## config.mk

```make
export PLATFORM = sky130hd
export DESIGN_NAME = divider_seq
export DESIGN_NICKNAME = d
export VERILOG_FILES = /design/src/rtl/divider_seq.sv
export SDC_FILE = /design/constraint.sdc
export NUM_CORES = 1
export LEC_CHECK = 0
export CAP_MARGIN = 20
export CELL_PAD_IN_SITES_DETAIL_PLACEMENT = 0
export CELL_PAD_IN_SITES_GLOBAL_PLACEMENT = 1
export CORE_ASPECT_RATIO = 0.75
export CORE_MARGIN = 10
export CORE_UTILIZATION = 42
export DETAILED_ROUTE_END_ITERATION = 8
export GPL_TIMING_DRIVEN = 0
export PLACE_DENSITY = 0.87
export SKIP_CTS_REPAIR_TIMING = 1
export SLEW_MARGIN = 30
export SYNTH_ARGS = -nofsm -noshare
export SYNTH_HDL_FRONTEND = slang
export SYNTH_SLANG_ARGS = --single-unit
```

## constraint.sdc

```tcl
create_clock -name clk -period 7.4 [get_ports clk]
set_clock_uncertainty 0.05 [all_clocks]
set_input_delay 1.85 -clock clk [delete_from_list [all_inputs] [get_ports clk]]
set_output_delay 1.85 -clock clk [all_outputs]
set_load 0.05 [all_outputs]
```

## src/rtl/divider_seq.sv

```systemverilog
// Iterative unsigned restoring divider with a start/done handshake.
// Produces one quotient bit per clock and holds the result until the next accepted start.
module divider_seq #(
    parameter int WIDTH = 32
) (
    input  logic             clk,
    input  logic             rst,
    input  logic             start,
    input  logic [WIDTH-1:0] dividend,
    input  logic [WIDTH-1:0] divisor,
    output logic             busy,
    output logic             done,
    output logic [WIDTH-1:0] quotient,
    output logic [WIDTH-1:0] remainder,
    output logic             div_by_zero
);

    localparam int CW = (WIDTH > 2) ? $clog2(WIDTH) : 1;
    localparam logic [CW-1:0] LAST_COUNT = CW'(WIDTH - 1);

    typedef enum logic [1:0] {
        IDLE,
        RUN,
        DONE
    } state_t;

    state_t           state;
    logic [WIDTH-1:0] acc;
    logic [WIDTH-1:0] q;
    logic [WIDTH-1:0] dsr;
    logic [CW-1:0]    counter;

    logic [WIDTH:0]   acc_shift;
    logic [WIDTH+1:0] trial;
    logic             trial_ok;
    logic [WIDTH-1:0] next_acc;
    logic [WIDTH-1:0] next_q;

    // One restoring step: the extra borrow bit keeps divisors with MSB set exact.
    always_comb begin
        acc_shift = {acc, q[WIDTH-1]};
        trial     = {1'b0, acc_shift} - {2'b00, dsr};
        trial_ok  = ~trial[WIDTH+1];
        next_acc  = trial_ok ? trial[WIDTH-1:0] : acc_shift[WIDTH-1:0];
        next_q    = {q[WIDTH-2:0], trial_ok};
    end

    always_ff @(posedge clk or posedge rst) begin
        if (rst) begin
            state       <= IDLE;
            busy        <= 1'b0;
            done        <= 1'b0;
            quotient    <= '0;
            remainder   <= '0;
            div_by_zero <= 1'b0;
            acc         <= '0;
            q           <= '0;
            dsr         <= '0;
            counter     <= '0;
        end else begin
            done <= 1'b0;
            case (state)
                // DONE accepts a new request exactly like IDLE so operations can run back-to-back.
                IDLE, DONE: begin
                    if (start) begin
                        busy <= 1'b1;
                        dsr  <= divisor;
                        if (divisor == '0) begin
                            state       <= DONE;
                            done        <= 1'b1;
                            quotient    <= '1;
                            remainder   <= dividend;
                            div_by_zero <= 1'b1;
                        end else begin
                            state       <= RUN;
                            counter     <= LAST_COUNT;
                            acc         <= '0;
                            q           <= dividend;
                            div_by_zero <= 1'b0;
                        end
                    end else begin
                        state <= IDLE;
                        busy  <= 1'b0;
                    end
                end
                RUN: begin
                    acc <= next_acc;
                    q   <= next_q;
                    if (counter == '0) begin
                        state     <= DONE;
                        done      <= 1'b1;
                        quotient  <= next_q;
                        remainder <= next_acc;
                    end else begin
                        counter <= counter - 1'b1;
                    end
                end
                default: begin
                    state <= IDLE;
                    busy  <= 1'b0;
                end
            endcase
        end
    end

endmodule
```

==> impl_metrics.py, run 1 <==
metrics = {
    "global_route": {
        "met3_usage_pct": 4.24,
        "top_usage_layer": "met2",
        "antenna_found_initial": 0,
        "grt_pass1_wl_mm": 43.6,
        "gr-total-overflow": 0,
        "grt_max_degree": 91,
        "grt_use_met2_pct": 30.0,
        "first_global_vias": 7700,
        "track_usage_pct": 19.8,
        "grtUsageMet1_pct": 28.2,
    },
    "floorplan": {
        "dieArea_um2": 27700,
        "ios": 134,
        "fp.dieW_um": 189,
        "start_util_pct": 42.7,
        "core_um2": 21100,
        "fp-row-count": 46,
        "die_h_um": 147,
    },
    "finish": {
        "finalNonFillerCells": 1405,
        "antennaDiodeCount": 0,
        "area_growth_pct": 26.1,
        "fillerInstances": 1925,
        "final_core_util_pct": 53.8,
        "final_layout_size_suffix_gt1_share_pct": 11.2,
        "final_nets": 1205,
    },
    "synthesis": {
        "synth_edf_count": 0,
        "syn-cell-area_um2": 8990,
        "synth.top_cell.area_share_pct": 47.3,
        "synth_fp_nets": 1052,
        "synth_warnings": 0,
        "syn_avg_cell_area_um2": 9.45,
        "synth_seq_cells": 170,
        "synth_area_leaders": "dfrtp_1, nand2_1, nor2_1",
        "synth_ff_type": "dfrtp_1",
        "synth_cells": 951,
        "yosysUniqueCellTypes": 65,
        "synth_top_cell_by_area": "dfrtp_1",
        "synthArstFlopShare_pct": 100,
        "ys_seq_area_share_pct": 47.3,
    },
    "detailed_routing": {
        "ant_nets": 0,
        "wirelength_mm": 27.9,
        "dr.pass1.iters": 6,
        "vias": 7859,
        "drc": 0,
        "first_iter_violations": 943,
        "wl_per_cell_um": 19.9,
        "post_drt_via_cell_ratio": 5.59,
    },
    "worst_hold_path": {
        "hp-start": "div_by_zero",
        "hold_class": "reg -> reg",
        "whs_endpoint": "div_by_zero",
        "holdPathStages": 1,
    },
    "worst_setup_path": {
        "r2r_slack_ns": 4.13,
        "cp_max_fo": 10,
        "start_kind": "input port",
        "cp-end-kind": "flip-flop",
        "r2r-start": "acc[17]",
        "worstPathRequired_ns": 7.64,
        "arrival_ns": 5.17,
        "rr_worst_depth": 10,
        "reg2reg_to": "remainder[12]",
        "crit_type": "in -> reg",
    },
    "placement": {
        "hpwl_mm": 21.6,
        "dp.cells": 1373,
        "place.gp.congestion": 0.883,
        "dp_worst_setup_slack_ns": 2.10,
        "port_buffers": 133,
    },
    "timing": {
        "setup_slack_ns": 2.46,
        "finalCritPeriodShare_pct": 66.7,
        "maxSlewHeadroom_pct": 49.2,
        "hold_viol_final": 0,
        "setup_viol": 0,
        "fmax_mhz": 203,
        "rsz0062_at_grt": "no",
        "whs_ns": 0.437,
        "slew_viol_final": 0,
        "period_needed_ns": 4.94,
        "tightestPinTransition_ns": 0.762,
    },
    "cts": {
        "cts_root_buffer": "clkbuf_16",
        "clk_latency_ns": 0.44,
        "cts-buffers-inserted": 17,
        "cts_tree": "done",
        "htree_levels": 4,
        "clk_path_buf_depth": 2,
        "clk_pin_slew_ns": 0.07,
        "clkSinkCount": 170,
    },
    "flow_run": {
        "maxCapViolations": 0,
    },
    "status": {
        "status": "finished clean",
    },
}
## state kept, by name (all words and copies together) (netlist names)
signal / count
counter: 5
div_by_zero: 1
state: 2
remainder: 32
done: 1
quotient: 32
dsr: 32
acc: 32
busy: 1
q: 32
## worst max-delay path by stage
stage	endpoint	slack [ns]	cells after the start	start
floorplan	acc[0]	0.90	1	rst
global placement	dsr[27]	-1.48	2	rst
detailed placement	quotient[3]	2.10	9	divisor[23]
CTS	quotient[3]	2.55	9	divisor[23]
global route	quotient[30]	2.40	9	divisor[29]
finish	quotient[3]	2.46	9	divisor[7]
## cells by family after synthesis
group,after synthesis,share of synthesized area (%)
AND/OR/NAND/NOR,333,15.3
AO/OA/AOI/OAI,255,20.7
flip-flops,170,47.3
buffers and inverters,96,4.71
multiplexers,35,4.34
adder cells (fa/ha/maj),34,4.82
XOR/XNOR,28,2.73
## worst max-delay path, stage by stage
cell and delay, ns:
clkdlybuf4s50_1 0.52, nor4_1 0.58, nand4_1 0.20, nor3_1 0.39, a21oi_1 0.24, inv_2 0.21, clkbuf_1 0.47, clkbuf_1 0.55
a21oi_1 0.16
## cell type report
class                      count  area, um^2  area share [%]
sequential                   170        4250            37.5
tap                          288         360            3.18
buffer                        48         243            2.14
timing repair buffer         134        1360            12.0
inverter                      48         188            1.66
clock buffer                  17         425            3.75
multi-input combinational    685        4310            38.0
clock inverter                15         191            1.69
## through the flow
stage          area [um^2]  setup TNS [ns]
6_report             11300               0
3_3_place_gp         10700         -247.67
5_1_grt              11300               0
2_1_floorplan         8990               0
3_5_place_dp         10700               0
4_1_cts              11300               0
## synth_stat cells (5+ instances only)
master    number
a22oi_1        5
o21ai_0       15
and2_1         5
nor4_1         9
a22oi_2       17
dfrtp_1      170
a21oi_2       16
nor3_1         8
o21a_1         7
ha_1          33
xor2_1        11
a31oi_1       44
a21o_1        18
a221o_1        7
a21oi_1       82
inv_1         47
nor2_1       124
nand3_1       11
xnor2_1       17
a221oi_1      10
nand2_1      150
mux2_2        32
buf_6          8
clkbuf_1      36
nand4_1        5
## layout by cell type, fill, tap and decap left out, drive strengths merged, types with 4 or more instances in the layout
cell / n
dfrtp: 170
nand2: 151
clkdlybuf4s50: 133
nor2: 126
a21oi: 100
inv: 57
clkbuf: 53
a31oi: 45
ha: 33
mux2: 32
a22oi: 22
a21o: 19
xnor2: 17
o21ai: 17
buf: 13
nand3: 11
xor2: 11
a221oi: 10
nor4: 9
nor3: 8
o21a: 7
a221o: 7
and2: 7
nand4: 5
nor2b: 4
or3: 4
a211oi: 4
clkinv: 4
## routing by layer
layer,wire length [um],vias to the layer above
li1,-,3641
met1,13200,3896
met2,12300,295
met3,2070,27
met4,347,0
met5,0,-
Power of run 1 is not shown: default switching activity piles up to over one toggle a cycle in this logic, so the estimate is an artifact.
==> inputs of run 2 (changes only) <==
==> constraint.sdc (replaced) <==
create_clock -name clk -period 5 [get_ports clk]
set_clock_uncertainty 0.05 [all_clocks]
set_input_delay 1.25 -clock clk [delete_from_list [all_inputs] [get_ports clk]]
set_output_delay 1.25 -clock clk [all_outputs]
set_load 0.05 [all_outputs]
==> run 2 against run 1 <==
Net effect:
- utilization up 0.22 points
- via count down 0.84%
- first-iteration DRC count down 18%
- global-route usage up 0.41 points
- final cell count up 0.36%
==> impl_metrics.py, run 2 (synthesis gave the netlist of run 1 again) <==
metrics = {
    "timing": {
        "fmax_mhz": 229,
        "fin_setup_tns_ns": 0,
        "maxSlewHeadroom_pct": 48.1,
        "tightestPinTransition_ns": 0.779,
        "hold_viol_final": 0,
        "rsz0062_at_grt": "no",
        "finalCritPeriodShare_pct": 87.4,
        "whs_ns": 0.433,
        "period_needed_ns": 4.37,
        "slew_viol_final": 0,
        "setup_viol": 0,
    },
    "finish": {
        "final_cell_mix": "dfrtp_1, nand2_1, clkdlybuf4s50_1",
        "final_common_cell": "dfrtp_1",
        "final_layout_size_suffix_gt1_share_pct": 11.5,
        "finalNonFillerCells": 1410,
        "fillerInstances": 1925,
        "regArea_um2": 4250,
        "finish.instance_area_um2": 11400,
        "final_nets": 1210,
        "antennaDiodeCount": 0,
        "multi_input_area_um2": 4310,
        "area_growth_pct": 26.6,
    },
    "status": {
        "status": "finished clean",
    },
    "floorplan": {
        "start_util_pct": 42.7,
        "die_h_um": 147,
        "fp-row-count": 46,
        "fp.dieW_um": 189,
        "ios": 134,
        "core_um2": 21100,
        "dieArea_um2": 27700,
    },
    "detailed_routing": {
        "dr.pass1.iters": 5,
        "ant_nets": 0,
        "first_iter_violations": 772,
        "drc": 0,
        "vias": 7793,
        "wirelength_mm": 28.1,
        "wl_per_cell_um": 19.9,
        "post_drt_via_cell_ratio": 5.53,
    },
    "worst_setup_path": {
        "worstPathRequired_ns": 5.24,
        "crit_type": "in -> reg",
        "arrival_ns": 4.61,
        "slowest_delay_ns": 0.59,
        "cp_max_fo": 10,
        "cp_slowest_cell": "nor4_1",
        "start_kind": "input port",
        "cp_cell_sequence": "clkdlybuf4s50_1, nor4_1, nand4_1, nor3_1, a21oi_1, inv_2, clkbuf_1, clkbuf_1, a21oi_1",
        "cp-end-kind": "flip-flop",
    },
    "placement": {
        "place.gp.congestion": 0.898,
        "dpl-instance-area_um2": 10800,
        "port_buffers": 133,
        "dp.cells": 1378,
        "hpwl_mm": 22.2,
    },
    "worst_hold_path": {
        "hold_class": "reg -> reg",
    },
    "global_route": {
        "first_global_vias": 7910,
        "track_usage_pct": 20.2,
        "grt_max_degree": 30,
        "gr-total-overflow": 0,
        "antenna_found_initial": 0,
        "grt_pass1_wl_mm": 44.6,
    },
    "cts": {
        "clkSinkCount": 170,
        "cts_root_buffer": "clkbuf_16",
        "clk_path_buf_depth": 2,
        "cts_tree": "done",
        "htree_levels": 4,
        "clk_latency_ns": 0.44,
        "clk_pin_slew_ns": 0.07,
        "cts-buffers-inserted": 17,
    },
    "flow_run": {
        "maxCapViolations": 0,
    },
}
[run 2: changes by cell type in the layout (fill, tap and decap cells not counted)]
cell        previous run  this run
inv_6                  2         5
clkinv_8               3         2
bufinv_16              1         0
clkinvlp_4             1         3
clkbuf_1              36        37
inv_8                  8         4
buf_12                 0         6
buf_16                 1         0
[run 2: area by class of cell]
cell class,count,share of cell area (%)
multi-input combinational,685,37.9
sequential,170,37.4
timing repair buffer,139,12.8
clock buffer,18,3.77
tap,288,3.17
buffer,48,2.13
inverter,48,1.62
clock inverter,14,1.28
[run 2: worst paths after layout]
check | end | slack [ns] | startpoint | depth (start not counted)
min | div_by_zero | 0.43 | div_by_zero | 1
max | quotient[31] | 0.63 | divisor[29] | 9
max in group asynchronous | quotient[31] | 2.69 | rst | 6
max reg2reg | remainder[12] | 1.68 | acc[17] | 10
min reg2reg | div_by_zero | 0.43 | div_by_zero | 1
min in group asynchronous | remainder[6] | 1.10 | rst | 2
[run 2: metrics by stage]
stage                     utilization, %  setup slack [ns]
after floorplan                        -              1.53
after global placement              50.7            0.0299
after detailed placement            51.3             0.177
after CTS                           54.0             0.629
after global routing                54.0             0.420
final                               54.0             0.632
[run 2: layer usage]
metal,global-route usage [%],up-vias,share of wire [%]
li1,-,3647,-
met1,28.5,3846,47
met2,30.7,273,45
met3,4.81,27,7.4
met4,4.35,0,1.0
met5,0,-,0
[run 2: critical path: cells and delay by family]
kind,cells,cell delay [ns]
AO/OA/AOI/OAI,2,0.39
AND/OR/NAND/NOR,3,1.18
buffers and inverters,4,1.78
Power of run 2 is left out for the same reason.
==> inputs of run 3 (changes only) <==
--- a/config.mk
+++ b/config.mk
@@ -10,10 +10,12 @@
 export CELL_PAD_IN_SITES_GLOBAL_PLACEMENT = 1
 export CORE_ASPECT_RATIO = 0.75
 export CORE_MARGIN = 10
-export CORE_UTILIZATION = 42
+export CORE_UTILIZATION = 32
+export CTS_CLUSTER_SIZE = 8
 export DETAILED_ROUTE_END_ITERATION = 8
 export GPL_TIMING_DRIVEN = 0
-export PLACE_DENSITY = 0.87
+export MAX_ROUTING_LAYER = met4
+export PLACE_DENSITY = 0.71
 export SKIP_CTS_REPAIR_TIMING = 1
 export SLEW_MARGIN = 30
 export SYNTH_ARGS = -nofsm -noshare
==> run 3 against run 2 <==
Net effect:
- critical path depth did not move
- worst setup slack got worse by 0.26 ns
- critical endpoint is now remainder[14]
- clock-buffer cell count rose by 2
- routed wire length rose by 7.2%
- global-route usage fell by 2.6 points
- first-iteration DRC count fell by 34%
- largest cell class unchanged
- non-clock buffer count rose by 1
- final cell count rose by 5.0%
- sequential cell count did not move
==> impl_metrics.py, run 3 (synthesis gave the netlist of run 1 again) <==
metrics = {
    "timing": {
        "finalCritPeriodShare_pct": 92.7,
        "hold_viol_final": 0,
        "fmax_mhz": 216,
        "period_needed_ns": 4.63,
        "slew_viol_final": 0,
        "whs_ns": 0.456,
        "tightestPinTransition_ns": 0.798,
        "setup_viol": 0,
        "rsz0062_at_grt": "no",
        "maxSlewHeadroom_pct": 46.3,
    },
    "floorplan": {
        "ios": 134,
        "core_um2": 27900,
        "fp.dieW_um": 214,
        "start_util_pct": 32.3,
        "dieArea_um2": 35300,
        "fp-row-count": 53,
        "die_h_um": 165,
    },
    "placement": {
        "port_buffers": 133,
        "hpwl_mm": 23.9,
        "place.gp.congestion": 0.868,
    },
    "cts": {
        "clk_pin_slew_ns": 0.07,
        "cts_tree": "done",
        "htree_levels": 4,
        "cts_root_buffer": "clkbuf_16",
        "clk_path_buf_depth": 2,
        "clkSinkCount": 170,
        "clk_latency_ns": 0.44,
        "cts-buffers-inserted": 17,
    },
    "detailed_routing": {
        "first_iter_violations": 506,
        "wl_per_cell_um": 20.3,
        "post_drt_via_cell_ratio": 5.19,
        "wirelength_mm": 30.1,
        "dr.pass1.iters": 5,
        "vias": 7681,
        "ant_nets": 0,
        "drc": 0,
    },
    "global_route": {
        "grt_max_degree": 26,
        "first_global_vias": 7798,
        "antenna_found_initial": 1,
        "track_usage_pct": 17.6,
        "grt_pass1_wl_mm": 46.1,
        "gr-total-overflow": 0,
    },
    "finish": {
        "area_growth_pct": 28.1,
        "final_layout_size_suffix_gt1_share_pct": 11.6,
        "fillerInstances": 2817,
        "final_cell_mix": "dfrtp_1, nand2_1, clkdlybuf4s50_1",
        "final_common_cell": "dfrtp_1",
        "final_nets": 1211,
    },
    "worst_setup_path": {
        "cp-startpoint": "divisor[29]",
        "start_kind": "input port",
        "cp_max_fo": 10,
        "worstPathRequired_ns": 5.24,
        "crit_type": "in -> reg",
        "r2r-start": "state[0]",
        "cp-end-kind": "flip-flop",
        "arrival_ns": 4.88,
    },
    "flow_run": {
        "maxCapViolations": 0,
    },
    "status": {
        "status": "finished clean",
    },
    "worst_hold_path": {
        "hold_class": "reg -> reg",
        "hp-start": "dsr[26]",
    },
}
==> run 3: final timing paths <==
kind / to / slack (ns) / cells past startpoint
setup / recovery: remainder[14] / 0.37 / 9
hold / removal: dsr[26] / 0.46 / 1
max in group asynchronous: quotient[27] / 2.71 / 6
hold reg to reg: dsr[26] / 0.46 / 1
setup reg to reg: remainder[14] / 1.81 / 8
min in group asynchronous: dsr[8] / 1.12 / 2
==> run 3: per-layer routing <==
layer	GRT usage [%]	vias to the layer above	share of wire (%)
met5	-	-	0
met4	3.99	0	1.2
met3	3.45	21	5.5
met2	26.2	204	44
met1	24.4	3813	49
li1	-	3643	-
==> run 3: cell type report <==
cell class	count	area (um^2)	share of cell area (%)
plain buffers	48	243	2.11
diodes	2	5.00	0.0435
inverters	48	184	1.60
repair buffers	140	1490	12.9
well taps	357	447	3.88
flip-flops and latches	170	4250	37.0
clock buffers	20	467	4.05
clock inverters	11	114	0.989
multi-input cells	685	4310	37.4
==> run 3: worst max-delay path, cell delays in order <==
cell and delay [ns]:
clkdlybuf4s50_1 0.55, nor4_1 0.76, nand4_1 0.20, nor3_1 0.44, a21oi_1 0.25, inv_2 0.21
clkbuf_1 0.47, clkbuf_1 0.56, a21oi_1 0.16
==> run 3: through the flow <==
step	cells	area, um^2	worst slack [ns]	TNS, ns	utilization (%)
2_1_floorplan	951	8990	1.53	0	-
4_1_cts	1479	11500	0.499	0	41.3
6_report	1481	11500	0.367	0	41.3
5_1_grt	1480	11500	0.360	0	41.3
3_5_place_dp	1448	10900	0.0317	0	39.2
3_3_place_gp	1441	10800	-0.0662	-7.50	38.7
Power of run 3 is left out for the same reason.
